## src/rtl/branch_pkg.sv

```systemverilog
// ============================================================================
// Module      : branch_pkg
// Description : Shared branch funct3 encodings, 2-bit counter type and the
//               saturating counter update helper.
// Revision    : 1.0 - initial release
// ============================================================================
`default_nettype none

package branch_pkg;

  localparam logic [2:0] F3_BEQ  = 3'b000;
  localparam logic [2:0] F3_BNE  = 3'b001;
  localparam logic [2:0] F3_BLT  = 3'b100;
  localparam logic [2:0] F3_BGE  = 3'b101;
  localparam logic [2:0] F3_BLTU = 3'b110;
  localparam logic [2:0] F3_BGEU = 3'b111;

  typedef logic [1:0] ctr2_t;

  localparam ctr2_t CTR_SNT = 2'b00;
  localparam ctr2_t CTR_WNT = 2'b01;
  localparam ctr2_t CTR_WT  = 2'b10;
  localparam ctr2_t CTR_ST  = 2'b11;

  function automatic ctr2_t ctr_next(input ctr2_t c, input logic taken);
    if (taken) begin
      return (c == CTR_ST) ? CTR_ST : ctr2_t'(c + 2'd1);
    end
    return (c == CTR_SNT) ? CTR_SNT : ctr2_t'(c - 2'd1);
  endfunction

endpackage

`default_nettype wire

```

## src/rtl/bht_2bit.sv

```systemverilog
// ============================================================================
// Module      : bht_2bit
// Description : Direct-mapped table of 2-bit saturating counters with a
//               combinational read port and one saturating update port.
// Revision    : 1.0 - initial release
// ============================================================================
`default_nettype none

module bht_2bit
  import branch_pkg::*;
#(
  parameter int    DEPTH = 64,
  parameter ctr2_t INIT  = CTR_WNT,
  localparam int   IW    = $clog2(DEPTH)
) (
  input  logic          clk,
  input  logic          reset,
  input  logic [IW-1:0] rd_idx,
  output ctr2_t         rd_ctr,
  input  logic          en,
  input  logic [IW-1:0] wr_idx,
  input  logic          taken
);

  ctr2_t r_ctr [DEPTH];

  // Read sees the stored value, so a same-index update lands next cycle.
  assign rd_ctr = r_ctr[rd_idx];

  always_ff @(posedge clk or posedge reset) begin
    if (reset) begin
      for (int i = 0; i < DEPTH; i++) begin
        r_ctr[i] <= INIT;
      end
    end else if (en) begin
      r_ctr[wr_idx] <= ctr_next(r_ctr[wr_idx], taken);
    end
  end

endmodule

`default_nettype wire

```

## src/rtl/branch_resolve_unit.sv

```systemverilog
// ============================================================================
// Module      : branch_resolve_unit
// Description : EX-stage RV32I branch resolver with 2-bit BHT prediction and
//               registered mispredict flush/redirect. Optional performance
//               counters are built when BRU_PERF_CNT_EN is defined.
// Revision    : 1.0 - initial release
// ============================================================================
`default_nettype none

module branch_resolve_unit
  import branch_pkg::*;
#(
  parameter int    XLEN      = 32,
  parameter int    BHT_DEPTH = 64,
  parameter ctr2_t CTR_INIT  = CTR_WNT
) (
  input  logic            clk,
  input  logic            reset,
  input  logic            stall,
  input  logic [XLEN-1:0] pc_if,
  output logic            pred_taken_if,
  input  logic            ex_valid,
  input  logic            ex_branch,
  input  logic [2:0]      ex_funct3,
  input  logic [XLEN-1:0] ex_rs1,
  input  logic [XLEN-1:0] ex_rs2,
  input  logic [XLEN-1:0] ex_pc,
  input  logic [XLEN-1:0] ex_target,
  input  logic            ex_pred_taken,
  output logic            flush,
  output logic [XLEN-1:0] redirect_pc,
  output logic            illegal_br,
  output logic [31:0]     br_count,
  output logic [31:0]     mispred_count
);

  localparam int IW = $clog2(BHT_DEPTH);

  logic            r_flush;
  logic [XLEN-1:0] r_redirect_pc;
  logic            r_illegal_br;
  logic            w_res;
  logic            w_legal;
  logic            w_taken;
  logic            w_mispred;
  logic [XLEN-1:0] w_redirect;
  ctr2_t           w_pred_ctr;
  logic            w_unused_bits;

  // The instruction in EX while flush is high is wrong-path and is ignored.
  assign w_res = ex_valid & ex_branch & ~stall & ~r_flush;

  always_comb begin
    w_legal = 1'b1;
    w_taken = 1'b0;
    case (ex_funct3)
      F3_BEQ:  w_taken = (ex_rs1 == ex_rs2);
      F3_BNE:  w_taken = (ex_rs1 != ex_rs2);
      F3_BLT:  w_taken = ($signed(ex_rs1) <  $signed(ex_rs2));
      F3_BGE:  w_taken = ($signed(ex_rs1) >= $signed(ex_rs2));
      F3_BLTU: w_taken = (ex_rs1 <  ex_rs2);
      F3_BGEU: w_taken = (ex_rs1 >= ex_rs2);
      default: w_legal = 1'b0;
    endcase
  end

  assign w_mispred  = w_res & (w_taken != ex_pred_taken);
  assign w_redirect = w_taken ? ex_target : (ex_pc + XLEN'(4));

  bht_2bit #(
    .DEPTH (BHT_DEPTH),
    .INIT  (CTR_INIT)
  ) u_bht (
    .clk    (clk),
    .reset  (reset),
    .rd_idx (pc_if[IW+1:2]),
    .rd_ctr (w_pred_ctr),
    .en     (w_res & w_legal),
    .wr_idx (ex_pc[IW+1:2]),
    .taken  (w_taken)
  );

  assign pred_taken_if = w_pred_ctr[1];
  assign w_unused_bits = ^{pc_if[XLEN-1:IW+2], pc_if[1:0], w_pred_ctr[0]};

  always_ff @(posedge clk or posedge reset) begin
    if (reset) begin
      r_flush       <= 1'b0;
      r_redirect_pc <= '0;
      r_illegal_br  <= 1'b0;
    end else if (!stall) begin
      r_flush      <= w_mispred;
      r_illegal_br <= w_res & ~w_legal;
      if (w_mispred) begin
        r_redirect_pc <= w_redirect;
      end
    end
  end

  assign flush       = r_flush;
  assign redirect_pc = r_redirect_pc;
  assign illegal_br  = r_illegal_br;

`ifdef BRU_PERF_CNT_EN
  logic [31:0] r_br_count;
  logic [31:0] r_mispred_count;

  always_ff @(posedge clk or posedge reset) begin
    if (reset) begin
      r_br_count      <= '0;
      r_mispred_count <= '0;
    end else begin
      if (w_res & w_legal) begin
        r_br_count <= r_br_count + 32'd1;
      end
      if (w_mispred) begin
        r_mispred_count <= r_mispred_count + 32'd1;
      end
    end
  end

  assign br_count      = r_br_count;
  assign mispred_count = r_mispred_count;
`else
  assign br_count      = '0;
  assign mispred_count = '0;
`endif

endmodule

`default_nettype wire

```

## config.mk

```make
export PLATFORM = sky130hd
export DESIGN_NAME = branch_resolve_unit
export DESIGN_NICKNAME = d
export VERILOG_FILES = /design/src/rtl/branch_pkg.sv /design/src/rtl/bht_2bit.sv /design/src/rtl/branch_resolve_unit.sv
export SDC_FILE = /design/constraint.sdc
export NUM_CORES = 1
export LEC_CHECK = 0
export BUFFER_PORTS_ARGS = -buffer_cell sky130_fd_sc_hd__buf_2
export CORE_AREA = 2 2 142 144
export CTS_CLUSTER_SIZE = 20
export DETAILED_ROUTE_END_ITERATION = 12
export DIE_AREA = 0 0 144 146
export PLACE_DENSITY_LB_ADDON = 0.05
export SLEW_MARGIN = 20
export SYNTH_ARGS = -nofsm -noshare
export SYNTH_HDL_FRONTEND = slang
export SYNTH_SLANG_ARGS = --single-unit
export TNS_END_PERCENT = 20
```

## constraint.sdc

```tcl
create_clock -name clk -period 10.7 [get_ports clk]
set_input_delay 3.21 -clock clk [delete_from_list [all_inputs] [get_ports clk]]
set_output_delay 3.21 -clock clk [all_outputs]
set_load 0.1 [all_outputs]
```

==> impl_metrics.yaml, run 1 <==
timing:
  period_share_pct: 82.5
  skew_ns: 0.0132
  finalHoldViolations: 0
  grt_setup_unrepaired: "no"
  tightest_slew_ns: 1.04
  max_freq_mhz: 113
  drv_slew: 0
  setup_viol_count_final: 0
  tns_ns: 0
  fin_crit_ns: 8.83
  relSlewSlack_pct: 29.7
run:
  maxCapViolCount: 0
die:
  fp.dieW_um: 144
  initial_core_util_pct: 54.4
  rows: 51
  die_h_um: 146
  io_pins: 268
  die-area_um2: 21000
  core_area_um2: 19300
final_layout:
  final_nets: 1527
  fillCellCount: 1739
  design_area_um2: 11900
  antenna_cells: 0
  drive_gt1_share_pct: 25.7
  final_cells: 1603
  syn_to_final_growth_pct: 13.6
  final_util_pct: 61.8
power_and_ir_drop:
  switchingPower_uw: 950
  internal_power_mw: 1.21
  power_frac_seq_pct: 33.6
  clkPwrFrac_pct: 30.8
  leakage_nw: 5.31
  power_density_nw_per_um2: 181
  p_comb_share_pct: 35.7
  total_power_mw: 2.16
  peakVddDrop_uv: 116
  switching_share_pct: 44.0
setup_path:
  critical-path-top-delay-family: "multiplexers"
  path_class: "in -> out"
  cpPeakStageDelay_ns: 0.60
  r2r_start: "flush"
  cp_num_buf_inv: 2
  critPathSlowestCell: "mux4_2"
  path_max_fanout: 16
  cpMostUsedCell: "mux4_2"
  crit_required_ns: 7.49
  start_kind: "input pin"
  cp-startpoint: "pc_if[2]"
  path_cells: "buf_2 > mux4_2 > mux4_2 > mux4_2 > buf_2"
  end_kind: "output port"
  cp_data_arrival_time_ns: 5.62
routing:
  drtIter0Drc: 427
  wirelength_um: 29600
  antenna_left: 0
  via_per_inst: 5.73
  drt-pass1-iter-count: 5
  avgRoutedWirePerCell_um: 18.5
  drc_errors: 0
  dr_total_vias: 9187
synth:
  yosys.area.top_type: "dfrtp_1"
  yosysMostFrequentCell: "nand2_1"
  yosysWarnings: 0
  synth_seq_cells: 162
  ys_seq_area_share_pct: 39.3
  yosys-top-cells-count: "nand2_1 (252), o21ai_1 (120), dfrtp_1 (98), buf_4 (65), dfstp_2 (64)"
  yosys-top-cells-area: "dfrtp_1 (23%), dfstp_2 (16%), nand2_1 (9.0%)"
  yosysUniqueCellTypes: 64
  synth_top_area_share_pct: 23.3
  synth.cell_area_um2: 10500
  syn_inst: 1175
  syn_avg_cell_area_um2: 8.96
  ys.flop_type: "dfrtp_1"
  synth_enable_flop_cells: 0
  synthArstFlopShare_pct: 100
status:
  status: "finished, final reports clean"
grt:
  grt_overflow: 0
  grt_pass1_vias: 8570
  grt.total_usage_pct: 28.1
  grt_max_degree: 90
  grt_first_pass_wirelength_um: 46200
  antenna_found_initial: 0
cts:
  cts.sinks: 162
  root_buffer: "clkbuf_16"
  clk_pin_slew_ns: 0.07
  numCtsBuffers: 17
  post_cts_buffers: 0
  cts_tree: "built"
  cts-resized-gates: 0
  cts_max_path_buffers: 2
  clock_latency_ns: 0.44
  cts_hold_buffers: 0
  htree_levels: 4
place:
  placed_cell_area_um2: 11300
  io_buffers: 177
  place_congestion: 0.857
  hpwl_um: 20800
  dp.cells: 1571
worst_hold_path:
  hold_class: "reg -> reg"
  hold_path_startpoint: "u_bht.r_ctr[52]"
tightest hold or removal path, stage by stage, from the launching register on:
cell and delay [ns]:
dfstp_2 0.37, nand2_1 0.04, o21ai_1 0.05
registers in the layout, indices dropped and copies added, names as in the netlist:
name,count
flush,1
illegal_br,1
redirect_pc,32
u_bht.r_ctr,128
metal layers:
| layer | GRT usage, % | share of wire [%] | vias up |
|---|---|---|---|
| met5 | 0 | 0 | - |
| met3 | 5.69 | 7.1 | 40 |
| met4 | 7.40 | 2.1 | 0 |
| li1 | - | - | 4393 |
| met1 | 38.3 | 43 | 4389 |
| met2 | 45.7 | 48 | 365 |
power groups by stage:
stage	clock network [mW]	logic (mW)	registers, mW
after global routing	0.692	0.809	0.733
final	0.664	0.770	0.724
after CTS	0.669	0.772	0.724
after global placement	0	0.766	0.731
after detailed placement	0	0.771	0.735
after floorplan	0	0.329	1.05
final cells by class:
class | count | area [um2] | share of cell area [%]
well taps | 265 | 332 | 2.77
clock inverters | 14 | 189 | 1.58
flip-flops and latches | 162 | 4130 | 34.6
multi-input cells | 891 | 5620 | 47.1
inverters | 61 | 234 | 1.96
clock buffers | 18 | 439 | 3.68
repair buffers | 192 | 998 | 8.36
final timing paths:
path | endpoint | slack (ns) | cells after the start
min in group asynchronous | illegal_br | 2.93 | 2
setup / recovery | pred_taken_if | 1.87 | 5
setup reg to reg | u_bht.r_ctr[121] | 7.32 | 8
max in group asynchronous | u_bht.r_ctr[63] | 6.29 | 3
hold reg to reg | u_bht.r_ctr[52] | 0.46 | 2
hold / removal | u_bht.r_ctr[52] | 0.46 | 2
kinds of logic (layout without fill, tap and decap cells):
kind of cell / count (synthesis) / after routing / share of synthesized area [%]
buffers and inverters: 185 / 285 / 9.52
multiplexers: 72 / 72 / 10.1
AND/OR/NAND/NOR: 398 / 398 / 16.7
flip-flops: 162 / 162 / 39.3
other: 1 / 64 / 0.0356
XOR/XNOR: 27 / 27 / 2.25
adder cells (fa/ha/maj): 35 / 35 / 4.14
AO/OA/AOI/OAI: 295 / 295 / 18.0
through the flow:
stage	setup slack, ns	hold WS, ns
2_1_floorplan	1.59	0.442
3_3_place_gp	1.89	0.448
3_5_place_dp	1.88	0.455
4_1_cts	1.88	0.465
5_1_grt	1.80	0.470
6_report	1.87	0.462
cells in the final DEF (no fill, tap or decap), drive strengths merged, types with 33 or more instances in the layout:
| cell | n |
|---|---|
| nand2 | 253 |
| o21ai | 144 |
| nor2 | 41 |
| a21oi | 38 |
| dfstp | 64 |
| inv | 69 |
| dfrtp | 98 |
| ha | 33 |
| buf | 192 |
| conb | 64 |
Power figures use the tool's default switching activity.
==> inputs of run 2 (changes only) <==
- CORE_AREA: 2 2 142 144 -> 2 2 143 145
- DIE_AREA: 0 0 144 146 -> 0 0 145 147
- clock period: 10.7 -> 8.3 ns (I/O delays scaled with it)
==> run 2 against run 1 <==
Final cell count up 0.69%. Critical path depth is the same. Total power up 26%. Register-to-register slack got worse by 2.3 ns. Clock power increased by 19%. Worst setup slack got worse by 0.98 ns. Global-route usage increased by 0.11 points. Critical endpoint unchanged. Largest cell class unchanged. Largest power group unchanged.
==> impl_metrics.yaml, run 2 (same netlist as run 1, synthesis figures left out) <==
status:
  status: "finished, final reports clean"
setup_path:
  path_cells: "buf_2 > mux4_2 > mux4_2 > mux4_2 > buf_2"
  cpPeakStageDelay_ns: 0.60
  end_kind: "output port"
  cpMostUsedCell: "mux4_2"
  cp_data_arrival_time_ns: 4.91
  critical-path-top-delay-family: "multiplexers"
  cp_num_buf_inv: 2
  critPathSlowestCell: "mux4_2"
  rr_worst_depth: 8
  path_class: "in -> out"
  r2r_start: "flush"
  path_max_fanout: 16
  start_kind: "input pin"
  worst-path-stages: 5
  r2r-end: "u_bht.r_ctr[49]"
  rrSetupSlack_ns: 5.05
  crit_required_ns: 5.81
cts:
  clk_pin_slew_ns: 0.06
  cts.sinks: 162
  cts-resized-gates: 0
  numCtsBuffers: 17
  cts_tree: "built"
  root_buffer: "clkbuf_16"
  post_cts_buffers: 0
  cts_max_path_buffers: 2
  htree_levels: 4
  cts_hold_buffers: 0
  clock_latency_ns: 0.43
die:
  core_area_um2: 19800
  die-area_um2: 21300
  fp.dieW_um: 145
  initial_core_util_pct: 53.0
  die_h_um: 147
  rows: 52
  io_pins: 268
final_layout:
  design_area_um2: 12000
  final_nets: 1531
  drive_gt1_share_pct: 25.8
  fillCellCount: 1782
  layout_commonest_cell: "nand2_1"
  syn_to_final_growth_pct: 13.7
  regMostFlops: "u_bht.r_ctr"
  largest_reg_flops: 128
  final_cell_mix: "nand2_1 (252), buf_2 (177), o21ai_1 (120)"
timing:
  setup_viol_count_final: 0
  grt_setup_unrepaired: "no"
  relSlewSlack_pct: 31.3
  finalHoldViolations: 0
  drv_slew: 0
  fin_crit_ns: 7.40
  max_freq_mhz: 135
  period_share_pct: 89.2
  fin_hold_ws_ns: 0.460
  tns_ns: 0
  tightest_slew_ns: 1.02
  skew_ns: 0.0159
  setup_ws_ns: 0.899
routing:
  via_per_inst: 5.65
  avgRoutedWirePerCell_um: 18.5
  wirelength_um: 29900
  drc_errors: 0
  antenna_left: 0
  drt-pass1-iter-count: 5
  dr_total_vias: 9115
  drtIter0Drc: 569
grt:
  grt_max_degree: 113
  grt_first_pass_wirelength_um: 47600
  grt_overflow: 0
  grt_pass1_vias: 8636
  grt.total_usage_pct: 28.2
  antenna_found_initial: 0
run:
  maxCapViolCount: 0
worst_hold_path:
  min_path_cells: 2
  hold_class: "reg -> reg"
  hold-path-endpoint: "u_bht.r_ctr[54]"
  hold_path_startpoint: "u_bht.r_ctr[54]"
power_and_ir_drop:
  power_density_nw_per_um2: 228
  peakVddDrop_uv: 138
  leakage_nw: 5.31
place:
  hpwl_um: 21300
  pre_cts_slack_ns: 0.909
  place_congestion: 0.844
  placed_cell_area_um2: 11400
  io_buffers: 177
run 2: layout make-up:
type	count	area [um2]	share of cell area (%)
antenna	2	5.00	0.0418
clock buffer	19	433	3.62
clock inverter	13	151	1.27
inverter	61	236	1.98
multi-input combinational	891	5620	47.0
sequential	162	4130	34.6
tap	270	338	2.82
timing repair buffer	196	1040	8.70
run 2: tightest hold or removal path, stage by stage, from the launching register on:
cell and delay (ns):
dfstp_2 0.37, nand2_1 0.04, o21ai_1 0.05
run 2: metal layers:
| metal | GRT usage [%] | part of all wire, % | up-vias |
|---|---|---|---|
| met5 | 0 | 0 | - |
| met4 | 9.95 | 2.4 | 0 |
| li1 | - | - | 4399 |
| met1 | 38.3 | 44 | 4318 |
| met3 | 4.84 | 6.6 | 40 |
| met2 | 45.9 | 47 | 358 |
run 2: where the power goes:
part           switching, mW  internal (mW)  leakage (nW)
sequential            0.0577          0.876          1.93
clock                  0.341          0.449         0.276
combinational          0.809          0.192          3.10
run 2: through the flow:
stage	power (mW)	cells	util [%]
6_report	2.72	1614	60.3
4_1_cts	2.74	1612	60.2
2_1_floorplan	1.77	1238	-
5_1_grt	2.83	1612	60.3
3_5_place_dp	1.95	1580	57.3
3_3_place_gp	1.94	1580	57.3
run 2: worst max-delay path by stage:
stage	to	start	slack (ns)
6_report	pred_taken_if	pc_if[2]	0.90
5_1_grt	pred_taken_if	pc_if[2]	0.81
4_1_cts	pred_taken_if	pc_if[2]	0.90
3_5_place_dp	pred_taken_if	pc_if[2]	0.91
3_3_place_gp	pred_taken_if	pc_if[2]	0.91
2_1_floorplan	pred_taken_if	pc_if[2]	0.63
